==> config.mk <==
export PLATFORM = sky130hd
export DESIGN_NAME = hazard_scoreboard
export DESIGN_NICKNAME = d
export VERILOG_FILES = /design/src/rtl/hazard_scoreboard.sv
export SDC_FILE = /design/constraint.sdc
export NUM_CORES = 1
export LEC_CHECK = 0
export CORE_AREA = 2 2 116 107
export CTS_BUF_LIST = sky130_fd_sc_hd__clkbuf_16
export CTS_CLUSTER_DIAMETER = 150
export DETAILED_ROUTE_END_ITERATION = 6
export DIE_AREA = 0 0 118 109
export PLACE_DENSITY = 0.78
export SYNTH_ARGS = -nofsm -noshare
export SYNTH_HDL_FRONTEND = slang
export SYNTH_SLANG_ARGS = --single-unit
export TNS_END_PERCENT = 30
==> constraint.sdc <==
create_clock -name clk -period 3.3 [get_ports clk]
set_input_delay 0.66 -clock clk [delete_from_list [all_inputs] [get_ports clk]]
set_output_delay 0.66 -clock clk [all_outputs]
set_load 0.01 [all_outputs]
==> src/rtl/hazard_scoreboard.sv <==
`default_nettype none
// ==========================================================================
// Module : hazard_scoreboard
// Desc   : Decode-stage register scoreboard with issue/stall decision.
// Rev    : 1.0  initial release
// ==========================================================================
module hazard_scoreboard #(
    parameter int REG_NUM = 32,
    parameter int IDX_W   = 5,
    parameter int CNT_W   = 16
) (
    input  logic             clk,
    input  logic             rst_n,
    input  logic             id_valid_i,
    input  logic [IDX_W-1:0] id_rs1_idx_i,
    input  logic [IDX_W-1:0] id_rs2_idx_i,
    input  logic             id_rs1_used_i,
    input  logic             id_rs2_used_i,
    input  logic [IDX_W-1:0] id_rd_idx_i,
    input  logic             id_rd_wen_i,
    input  logic [1:0]       id_lat_i,
    input  logic             flush_i,
    input  logic             wb_valid_i,
    input  logic [IDX_W-1:0] wb_rd_idx_i,
    output logic             issue_o,
    output logic             stall_o,
    output logic             busy_o,
    output logic [CNT_W-1:0] stall_cnt_o
);

    localparam logic [0:0] ST_RUN   = 1'b0;
    localparam logic [0:0] ST_STALL = 1'b1;

    logic [REG_NUM-1:0]      pend_q, pend_d;
    logic [REG_NUM-1:0][1:0] rdy_q, rdy_d;
    logic [0:0]              state_q, state_d;
    logic [CNT_W-1:0]        stall_cnt_q, stall_cnt_d;
    logic                    haz_rs1, haz_rs2, hazard;
    logic [1:0]              new_rdy;

    // A same-cycle final writeback of the source supplies it on the last bypass.
    always_comb begin
        haz_rs1 = id_rs1_used_i && (id_rs1_idx_i != '0) && pend_q[id_rs1_idx_i]
                  && (rdy_q[id_rs1_idx_i] != 2'd0)
                  && !(wb_valid_i && (wb_rd_idx_i == id_rs1_idx_i));
        haz_rs2 = id_rs2_used_i && (id_rs2_idx_i != '0) && pend_q[id_rs2_idx_i]
                  && (rdy_q[id_rs2_idx_i] != 2'd0)
                  && !(wb_valid_i && (wb_rd_idx_i == id_rs2_idx_i));
        hazard  = haz_rs1 || haz_rs2;
    end

    assign issue_o     = id_valid_i && !hazard && !flush_i;
    assign stall_o     = id_valid_i &&  hazard && !flush_i;
    assign busy_o      = |pend_q[REG_NUM-1:1];
    assign stall_cnt_o = stall_cnt_q;

    always_comb begin
        case (id_lat_i)
            2'd0:    new_rdy = 2'd0;
            2'd1:    new_rdy = 2'd2;
            default: new_rdy = 2'd3;
        endcase
    end

    // Issue is applied after writeback so a WAW reload owns the entry.
    always_comb begin
        pend_d = pend_q;
        rdy_d  = rdy_q;
        for (int i = 1; i < REG_NUM; i++) begin
            if (pend_q[i] && ((rdy_q[i] == 2'd1) || (rdy_q[i] == 2'd2)))
                rdy_d[i] = rdy_q[i] - 2'd1;
            if (wb_valid_i && (wb_rd_idx_i == IDX_W'(i)))
                pend_d[i] = 1'b0;
            if (issue_o && id_rd_wen_i && (id_rd_idx_i == IDX_W'(i))) begin
                pend_d[i] = 1'b1;
                rdy_d[i]  = new_rdy;
            end
        end
        pend_d[0] = 1'b0;
        rdy_d[0]  = 2'd0;
    end

    always_comb begin
        state_d = state_q;
        case (state_q)
            ST_RUN:   state_d = stall_o ? ST_STALL : ST_RUN;
            ST_STALL: begin
                if (stall_o)
                    state_d = ST_STALL;
                else if (issue_o || flush_i || !id_valid_i)
                    state_d = ST_RUN;
            end
            default:  state_d = ST_RUN;
        endcase
    end

    always_comb begin
        stall_cnt_d = stall_cnt_q;
        if (stall_o && (stall_cnt_q != '1))
            stall_cnt_d = stall_cnt_q + CNT_W'(1);
    end

    always_ff @(posedge clk or negedge rst_n) begin
        if (!rst_n) begin
            pend_q      <= '0;
            rdy_q       <= '0;
            state_q     <= ST_RUN;
            stall_cnt_q <= '0;
        end else begin
            pend_q      <= pend_d;
            rdy_q       <= rdy_d;
            state_q     <= state_d;
            stall_cnt_q <= stall_cnt_d;
        end
    end

endmodule
`default_nettype wire

## Yosys cells after proc, flatten, opt, wreduce, memory -nomap -nowiden

Cells that the tools add are included.

| cells by class | value |
|---|---|
| $add $sub $neg | 32 |
| magnitude comparators | 2 |
| equality and inequality tests | 128 |
| mux-type cells | 133 |
| reductions and logical operators | 213 |

Operators with widths:

| kind | number |
|---|---|
| 5-bit == test (second input constant) | 32 |
| 2-bit 2-to-1 mux | 64 |
| 2-bit nonzero test | 64 |
| 1-bit logical AND | 109 |
| 5-bit by 4-bit == test with 1-bit output (second input constant) | 16 |
| 2-bit by 1-bit == test with 1-bit output (second input constant) | 32 |
| 1-bit 2-to-1 mux | 64 |
| 2-bit == test (second input constant) | 31 |
| 2-bit by 1-bit subtractor with 2-bit output (second input constant) | 31 |
| 5-bit by 3-bit == test with 1-bit output (second input constant) | 8 |
| 1-bit logical OR | 32 |
| 31-bit OR reduction | 1 |
| 2-bit binary-select mux with 5-bit select | 2 |
| 5-bit by 2-bit == test with 1-bit output (second input constant) | 4 |
| 16-bit by 1-bit adder with 16-bit output (second input constant) | 1 |
| 16-bit inequality test (second input constant) | 1 |
| 5-bit by 6-bit < comparator with 1-bit output (second input constant) | 2 |
| 1-bit binary-select mux with 5-bit select | 2 |
| 5-bit by 1-bit == test with 1-bit output (second input constant) | 2 |
| 5-bit == test | 2 |
| 5-bit nonzero test | 2 |
| 1-bit zero test | 4 |
| 2-bit one-hot mux with 2 select lines | 1 |
| 2-bit zero test | 1 |

| word-level totals | value |
|---|---|
| flip-flop bits (word level) | 109 |
| output and inout bits | 19 |
| word-level logic and storage cells | 571 |

## Depth between registers and ports, before layout

| logic depth | value |
|---|---|
| depth after elaboration | 12 |
| gate-level depth with buffers | 12 |
| mapped depth without buffers | 8 |

## Worst setup path after synthesis

OpenSTA, ideal clock, no wires.

| timing | value |
|---|---|
| path kind | input to output |
| from | input port id_rs1_idx_i[0] |
| to | output port stall_o |
| arrival time | 2447 ps |
| slack | 193 ps |
| stages | 11 |
| cells stage by stage | clkbuf_1 -> or2_2 -> o211ai_1 -> nor3_1 -> o32ai_1 -> nand4_1 -> and2_4 -> buf_6 -> buf_6 -> buf_6 -> nor2b_1 |

| on the way | value |
|---|---|
| word-level cells in the longest chain between the ends | 8 |

RTL lines:

| element | line | RTL |
|---|---|---|
| start, declared | 15 | `input logic [IDX_W-1:0] id_rs1_idx_i,` |
| 2-bit binary-select mux with 5-bit select (tied with other cells) | 44 | `&& (rdy_q[id_rs1_idx_i] != 2'd0)` |
| 2-bit 2-to-1 mux (implied by the code) (tied with other cells) | 44 |  |
| 2-bit nonzero test or 1-bit logical AND (tied branches) | 44, 43 |  |
| 1-bit logical AND | 44 |  |
| 1-bit logical AND (*) | 45 | `&& !(wb_valid_i && (wb_rd_idx_i == id_rs1_idx_i));` |
| 1-bit logical OR (*) | 49 | `hazard = haz_rs1 \|\| haz_rs2;` |
| 1-bit logical AND (*) (2 in a row) | 53 | `assign stall_o = id_valid_i && hazard && !flush_i;` |
| end, declared | 26 | `output logic stall_o,` |

Every way passes the cells marked *; elsewhere a longest branch is shown, timed or not. The select of a mux whose other input is x is not followed.

## Final worst setup path

| timing | value |
|---|---|
| from | input port id_rs2_idx_i[1] |
| to | register rdy_q[42] (netlist bit) |

| on the way | value |
|---|---|
| word-level cells in the longest chain between the ends | 12 |

RTL lines:

| element | line | RTL |
|---|---|---|
| start, declared | 16 | `input logic [IDX_W-1:0] id_rs2_idx_i,` |
| 2-bit binary-select mux with 5-bit select (tied with other cells) | 47 | `&& (rdy_q[id_rs2_idx_i] != 2'd0)` |
| 2-bit 2-to-1 mux (implied by the code) (tied with other cells) | 47 |  |
| 2-bit nonzero test or 1-bit logical AND (tied branches) | 47, 46 |  |
| 1-bit logical AND | 47 |  |
| 1-bit logical AND (*) | 48 | `&& !(wb_valid_i && (wb_rd_idx_i == id_rs2_idx_i));` |
| 1-bit logical OR (*) | 49 |  |
| 1-bit zero test (*) | 52 | `assign issue_o = id_valid_i && !hazard && !flush_i;` |
| 1-bit logical AND (*) (2 in a row) | 52 |  |
| 1-bit logical AND (*) (2 in a row) | 74 | `if (issue_o && id_rd_wen_i && (id_rd_idx_i == IDX_W'(i))) begin` |
| 2-bit 2-to-1 mux or 2-bit nonzero test (tied branches) | - |  |
| end signal, assigned | 111 | `rdy_q <= rdy_d;` |
| end, declared | 35 | `logic [REG_NUM-1:0][1:0] rdy_q, rdy_d;` |

Marks and branches as above.
A chain may end at the register's enable or synchronous reset.

==> results.py <==
metrics = {
    "outcome": {
        "status": "complete, no violations",
    },
    "critical_path": {
        "cp_data_required_time_ns": 3.54,
        "critPathMaxFanout": 46,
        "startpoint_type": "primary input",
        "critPathMaxStageDelay_ns": 0.55,
        "cp_slowest_cell": "mux4_2",
        "timing.critical_path.from": "id_rs2_idx_i[1]",
        "crit_chain": "dlygate4sd2_1 -> mux4_2 -> o21ai_0 -> a21oi_1 -> nand4_1 -> and2_4 -> buf_4 -> and3_1 -> mux2_2",
        "cp.arrival_ns": 3.39,
        "worstSetupEndpointType": "register",
        "setup.worst_path.class": "in -> reg",
        "r2r_start": "rdy_q[8]",
    },
    "timing": {
        "post-route-period-util_pct": 95.32,
        "hold_ws_ns": 0.3593,
        "min_period_ns": 3.146,
        "final-hold-violation-count": 0,
        "worst_pin_slew_ns": 0.8433,
        "setup_tns_ns": 0,
        "fmax_ghz": 0.3179,
        "slew_viol_final": 0,
        "finalClockSkew_ns": 0.008667,
        "slew_headroom_pct": 43.18,
        "rsz0062_at_grt": "false",
        "fin_ws_ns": 0.1544,
        "setup_viol": 0,
    },
    "floorplanning": {
        "die_h_um": 109,
        "start_util_pct": 53.43,
        "dieArea_um2": 12860,
        "die_w_um": 118,
        "ioPinCount": 49,
        "core_um2": 11740,
        "row_count": 38,
    },
    "drt": {
        "dr.pass1.iters": 5,
        "route.detailed.drc": 0,
        "drt_iter0_markers": 613,
        "viasPerCell": 6.041,
        "vias": 5437,
        "drt-wirelength-per-cell_um": 20.19,
        "finalWirelength_um": 18170,
        "ant_nets": 0,
    },
    "cts": {
        "htree_levels": 3,
        "cts_made_buffers": 9,
        "clock_latency_ns": 0.36,
        "hold_buffers": 0,
        "cts.sinks": 109,
        "clock_path_buffers": 2,
        "cts_tree": "done",
        "cts.clk_slew.worst_paths_ns": 0.07,
        "cts_root_buf": "clkbuf_16",
    },
    "pwr": {
        "intPower_mw": 2.619,
        "seqPwrFrac_pct": 48.6,
        "vdd_ir_drop_max_mv": 0.3989,
        "power.total_mw": 3.790,
        "pwr_density_cell_nw_per_um2": 490.7,
        "p_sw_mw": 1.171,
        "comb_power_share_pct": 23.3,
        "p_clk_share_pct": 28.1,
        "swShare_pct": 30.90,
        "leakagePower_nw": 3.531,
    },
    "placement": {
        "post-place-ws_ns": -0.6676,
        "hpwl_um": 13390,
        "place.gp.congestion": 0.9754,
        "port_buffers": 48,
        "dp.cells": 882,
    },
    "cells_and_area": {
        "fin_cells": 900,
        "fin_nets": 768,
        "ff_latch_area_um2": 2728,
        "multi_input_area_um2": 3322,
        "diodes": 0,
        "area.growth.synth_to_final_pct": 23.07,
        "mostFrequentLayoutCell": "dfrtp_1",
        "drive_gt1_share_pct": 24.86,
        "fill_cells": 933,
        "final_cell_mix": "dfrtp_1 (109), buf_4 (76), o21ai_0 (68)",
    },
    "synthesis": {
        "ys.flop_type": "dfrtp_1",
        "synth-seq-area-share_pct": 43.47,
        "synth.avg_cell_area_um2": 10.02,
        "synth_warnings": 0,
        "yosys_register_bits": 109,
        "synthCells": 626,
        "syn_area_um2": 6275,
        "syn_nets": 657,
        "async_flop_share_pct": 100.0,
        "ys_types": 53,
        "synth_edf_count": 0,
    },
    "job": {
        "drv_cap": 0,
    },
    "global_routing": {
        "grt_pass1_wl_um": 28780,
        "gr-total-overflow": 0,
        "grt_pass1_vias": 5462,
        "grt.total_usage_pct": 29.40,
        "grt_max_degree": 61,
        "antenna_found_initial": 1,
    },
    "worst_hold_path": {
        "worstHoldPathType": "in -> async",
    },
}
==> synth_stat cells (7+ instances only) <==
| cell | number | area [um^2] |
|---|---|---|
| and3_1 | 18 | 112.6 |
| clkbuf_1 | 16 | 60.06 |
| dfrtp_1 | 109 | 2728 |
| inv_1 | 36 | 135.1 |
| mux2_2 | 63 | 709.4 |
| mux2i_1 | 32 | 320.3 |
| nand2_1 | 27 | 101.4 |
| nand2b_1 | 13 | 81.33 |
| nand3_1 | 25 | 125.1 |
| nand4_1 | 8 | 50.05 |
| nor2_1 | 47 | 176.4 |
| nor2b_1 | 7 | 43.79 |
| nor3_1 | 9 | 45.04 |
| nor3_2 | 9 | 90.09 |
| nor4_1 | 8 | 50.05 |
| o211ai_1 | 9 | 67.56 |
| o21ai_0 | 72 | 360.4 |
| o21bai_1 | 16 | 120.1 |
| o22ai_1 | 10 | 62.56 |
| xnor2_1 | 8 | 70.07 |
| xor2_1 | 17 | 148.9 |
==> per-stage QoR <==
step / area (um^2) / util, %
2_1_floorplan: 6275 / -
4_1_cts: 7656 / 65.19
5_1_grt: 7722 / 65.76
6_report: 7722 / 65.76
3_5_place_dp: 7373 / 62.79
3_3_place_gp: 7373 / 62.79
==> power groups by stage <==
stage	logic (mW)	clock network [mW]	registers, mW
floorplan	0.545	0	1.80
global placement	0.815	0	1.83
detailed placement	0.857	0	1.86
CTS	0.863	1.08	1.83
global route	0.964	1.13	1.87
finish	0.882	1.07	1.84
==> cell families after synthesis <==
kind of cell               after synthesis  share of synthesized area [%]
DFF                                    109                          43.47
buffers and inverters                   61                          4.227
muxes                                  100                          18.09
AOI/OAI and AO/OA                      129                          12.44
adders and majority gates                1                         0.1994
xor gates and xnor gates                25                          3.490
and+or+nand+nor                        201                          18.09
==> sequential cells by signal, indices dropped and copies added (netlist names) <==
name         cells
rdy_q           62
pend_q          31
stall_cnt_o     16
==> final cells by class <==
class	count	share of cell area [%]
Clock buffer	9	2.916
Clock inverter	5	0.7129
Inverter	36	1.750
Multi-Input combinational cell	456	43.02
Sequential cell	109	35.32
Tap cell	160	2.592
Timing Repair Buffer	125	13.69
==> critical path: cells and delay by family <==
kind | cells | cell delay [ns]
multiplexers | 2 | 0.90
buffers and inverters | 2 | 0.87
AND/OR/NAND/NOR | 3 | 0.62
AO/OA/AOI/OAI | 2 | 0.30
==> path summary, 6_finish.rpt <==
| path | slack, ns | cells after the start | end |
|---|---|---|---|
| min reg2reg | 0.49 | 1 | stall_cnt_o[11] |
| max reg2reg | 0.18 | 9 | rdy_q[42] |
| max | 0.15 | 9 | rdy_q[42] |
| min | 0.36 | 1 | rdy_q[47] |
| max in group asynchronous | 2.14 | 2 | rdy_q[54] |
| min in group clk | 0.49 | 1 | stall_cnt_o[11] |
==> routing by layer <==
layer | vias to the layer above | wire length, um | global-route usage [%]
li1 | 2480 | - | -
met3 | 40 | 1562 | 8.577
met4 | 0 | 484 | 10.24
met1 | 2675 | 7652 | 37.52
met5 | - | 0 | 0
met2 | 242 | 8468 | 48.34
==> timing repair <==
item,4_1_cts,5_1_grt
gates resized for setup,15,15
endpoints found under the setup margin,11,8
pin swaps,1,4
setup buffers,0,4
Note: power is estimated with default switching activity, not from simulation.
==> edit, RTL diff (same flow settings) <==
Set the parameter `CNT_W` to 32 (it was 16).
--- a/src/rtl/hazard_scoreboard.sv
+++ b/src/rtl/hazard_scoreboard.sv
@@ -7,7 +7,7 @@
 module hazard_scoreboard #(
     parameter int REG_NUM = 32,
     parameter int IDX_W   = 5,
-    parameter int CNT_W   = 16
+    parameter int CNT_W   = 32
 ) (
     input  logic             clk,
     input  logic             rst_n,
Ports: changed (resized stall_cnt_o); port bits go from 49 to 65. The function was not compared with the original's and may differ.
==> edit against the unedited design <==
The run now ends with DRC left; critical path depth unchanged; synthesized cell count up 7.8%; power up 50%; sequential cell count up 16; setup slack worse by 96 ps; wire length up 20%; die area unchanged; cell count up 13%; hold slack worse by 160 ps; area after synthesis up 12%; clock power up 80%; combinational power up 62%; final area up 21%; largest cell class unchanged.
==> edit: results (changes against the unedited design) <==
[run_status]
outcome=finished with violations
failed_checks=DRC

[setup_path]
cp_max_fo=6  ; -87%

[detailed_routing]
drc=1  ; +1
vias=6275  ; +15%
wire_per_inst_um=21.4  ; +6.1%
drt_first_pass_iters=7  ; +2
initialDrtViolationCount=604  ; -1.5%

[cells_and_area]
fillCellCount=755  ; -19%
stdcell_count=1018  ; +13%
drive_above_1_share_pct=32.1  ; +7.2 points
nets=876  ; +14%

[power]
p_leak_nw=4.28  ; +21%
ir_worst_vdd_mv=0.551  ; +38%

[cts]
insertion_delay_ps=420  ; +60 ps
cts_buffers=17  ; +8
htree_levels=4  ; +1

[yosys]
synthTopCellsByArea=dfrtp_1 (45%), mux2_2 (7.7%), o21ai_0 (6.7%)
synth_cell_types=58  ; +9.4%
synth_nets=706  ; +7.5%
synth-async-reset-ratio_pct=100  ; unchanged
synth_common_cells=dfrtp_1 (125), o21ai_0 (94), nand2_1 (55)
ys_seq_area_share_pct=44.6  ; +1.1 points
synthCells=675  ; +7.8%

[global_route]
grt_pass1_wl_mm=34.4  ; +19%
antenna_found_initial=0  ; -1
grt_usage_pct=35.3  ; +6.0 points
grt_start_max_net_pins=52  ; -15%

[placed_design]
dp.cells=981  ; +11%
dp_slack_ps=-711  ; -43.6 ps
place_congestion=0.981  ; +0.55%
numPortBuffers=64  ; +33%
dp_hpwl_mm=15.5  ; +16%

[timing]
worst_slew_margin_rel_pct=49.5  ; +6.3 points
fin_worst_skew_ps=13.5  ; +4.82 ps

[worst_hold_path]
min_path_type=in -> async

-- edit: cell families after synthesis --
group / count (synthesis) / synth area share [%]
adder cells (fa/ha/maj): 1 / 0.178
AO/OA/AOI/OAI: 131 / 11.1
multiplexers: 104 / 17.4
buffers and inverters: 69 / 4.46
XOR/XNOR: 39 / 4.87
flip-flops: 125 / 44.6
AND/OR/NAND/NOR: 206 / 17.4
-- edit: area by class of cell --
| class | count | area (µm²) | share of cell area (%) |
|---|---|---|---|
| Clock buffer | 17 | 425 | 4.56 |
| Clock inverter | 15 | 185 | 1.98 |
| Inverter | 42 | 158 | 1.69 |
| Multi-Input combinational cell | 481 | 3700 | 39.6 |
| Sequential cell | 125 | 3130 | 33.5 |
| Tap cell | 160 | 200 | 2.14 |
| Timing Repair Buffer | 178 | 1540 | 16.5 |
-- edit: worst paths after layout --
check / startpoint / endpoint / slack, ps / cells after the start
setup / recovery: id_rs1_idx_i[2] / stall_o / 60 / 9
hold / removal: rst_n / rdy_q[63] / 200 / 1
setup reg to reg: rdy_q[6] / rdy_q[20] / 150 / 13
hold reg to reg: stall_cnt_o[20] / stall_cnt_o[20] / 490 / 1
max in group asynchronous: rst_n / rdy_q[47] / 2400 / 2
min in group clk: stall_cnt_o[20] / stall_cnt_o[20] / 490 / 1
-- edit: where the power goes --
part           internal [W]  switching, W
Clock               0.00120      0.000735
Sequential          0.00197      0.000365
Combinational      0.000794      0.000638
Total               0.00396       0.00174
-- edit: timing repair --
item | 4_1_cts | 5_1_grt
pin swaps | 9 | 9
buffers inserted | 5 | 1
endpoints found under the hold margin | 0 | 0
gates cloned | 0 | 0
endpoints found under the setup margin | 43 | 46
hold buffers | 0 | 0
gates resized for setup | 41 | 20
-- edit: critical path, cell delays in order --
cell and delay, ps:
dlygate4sd2_1 320, or3b_2 510, o32ai_1 160, nor3_1 120, a21oi_2 180, a32oi_4 150
buf_6 150, a21boi_4 190, buf_6 130
-- edit: metrics by stage --
step / cell area, µm² / power (W) / hold slack [ps]
5_1_grt: 9330 / 0.00595 / 205
2_1_floorplan: 7020 / 0.00310 / 364
6_report: 9330 / 0.00570 / 195
3_3_place_gp: 8550 / 0.00355 / 476
4_1_cts: 9280 / 0.00566 / 196
3_5_place_dp: 8550 / 0.00368 / 482
-- edit: metal layers --
layer | global-route usage (%) | wire length, µm | up-vias
li1 | - | - | 2817
met1 | 45.0 | 9010 | 3103
met2 | 57.9 | 10500 | 294
met3 | 9.88 | 1630 | 61
met4 | 13.9 | 688 | 0
met5 | 0 | 0 | -
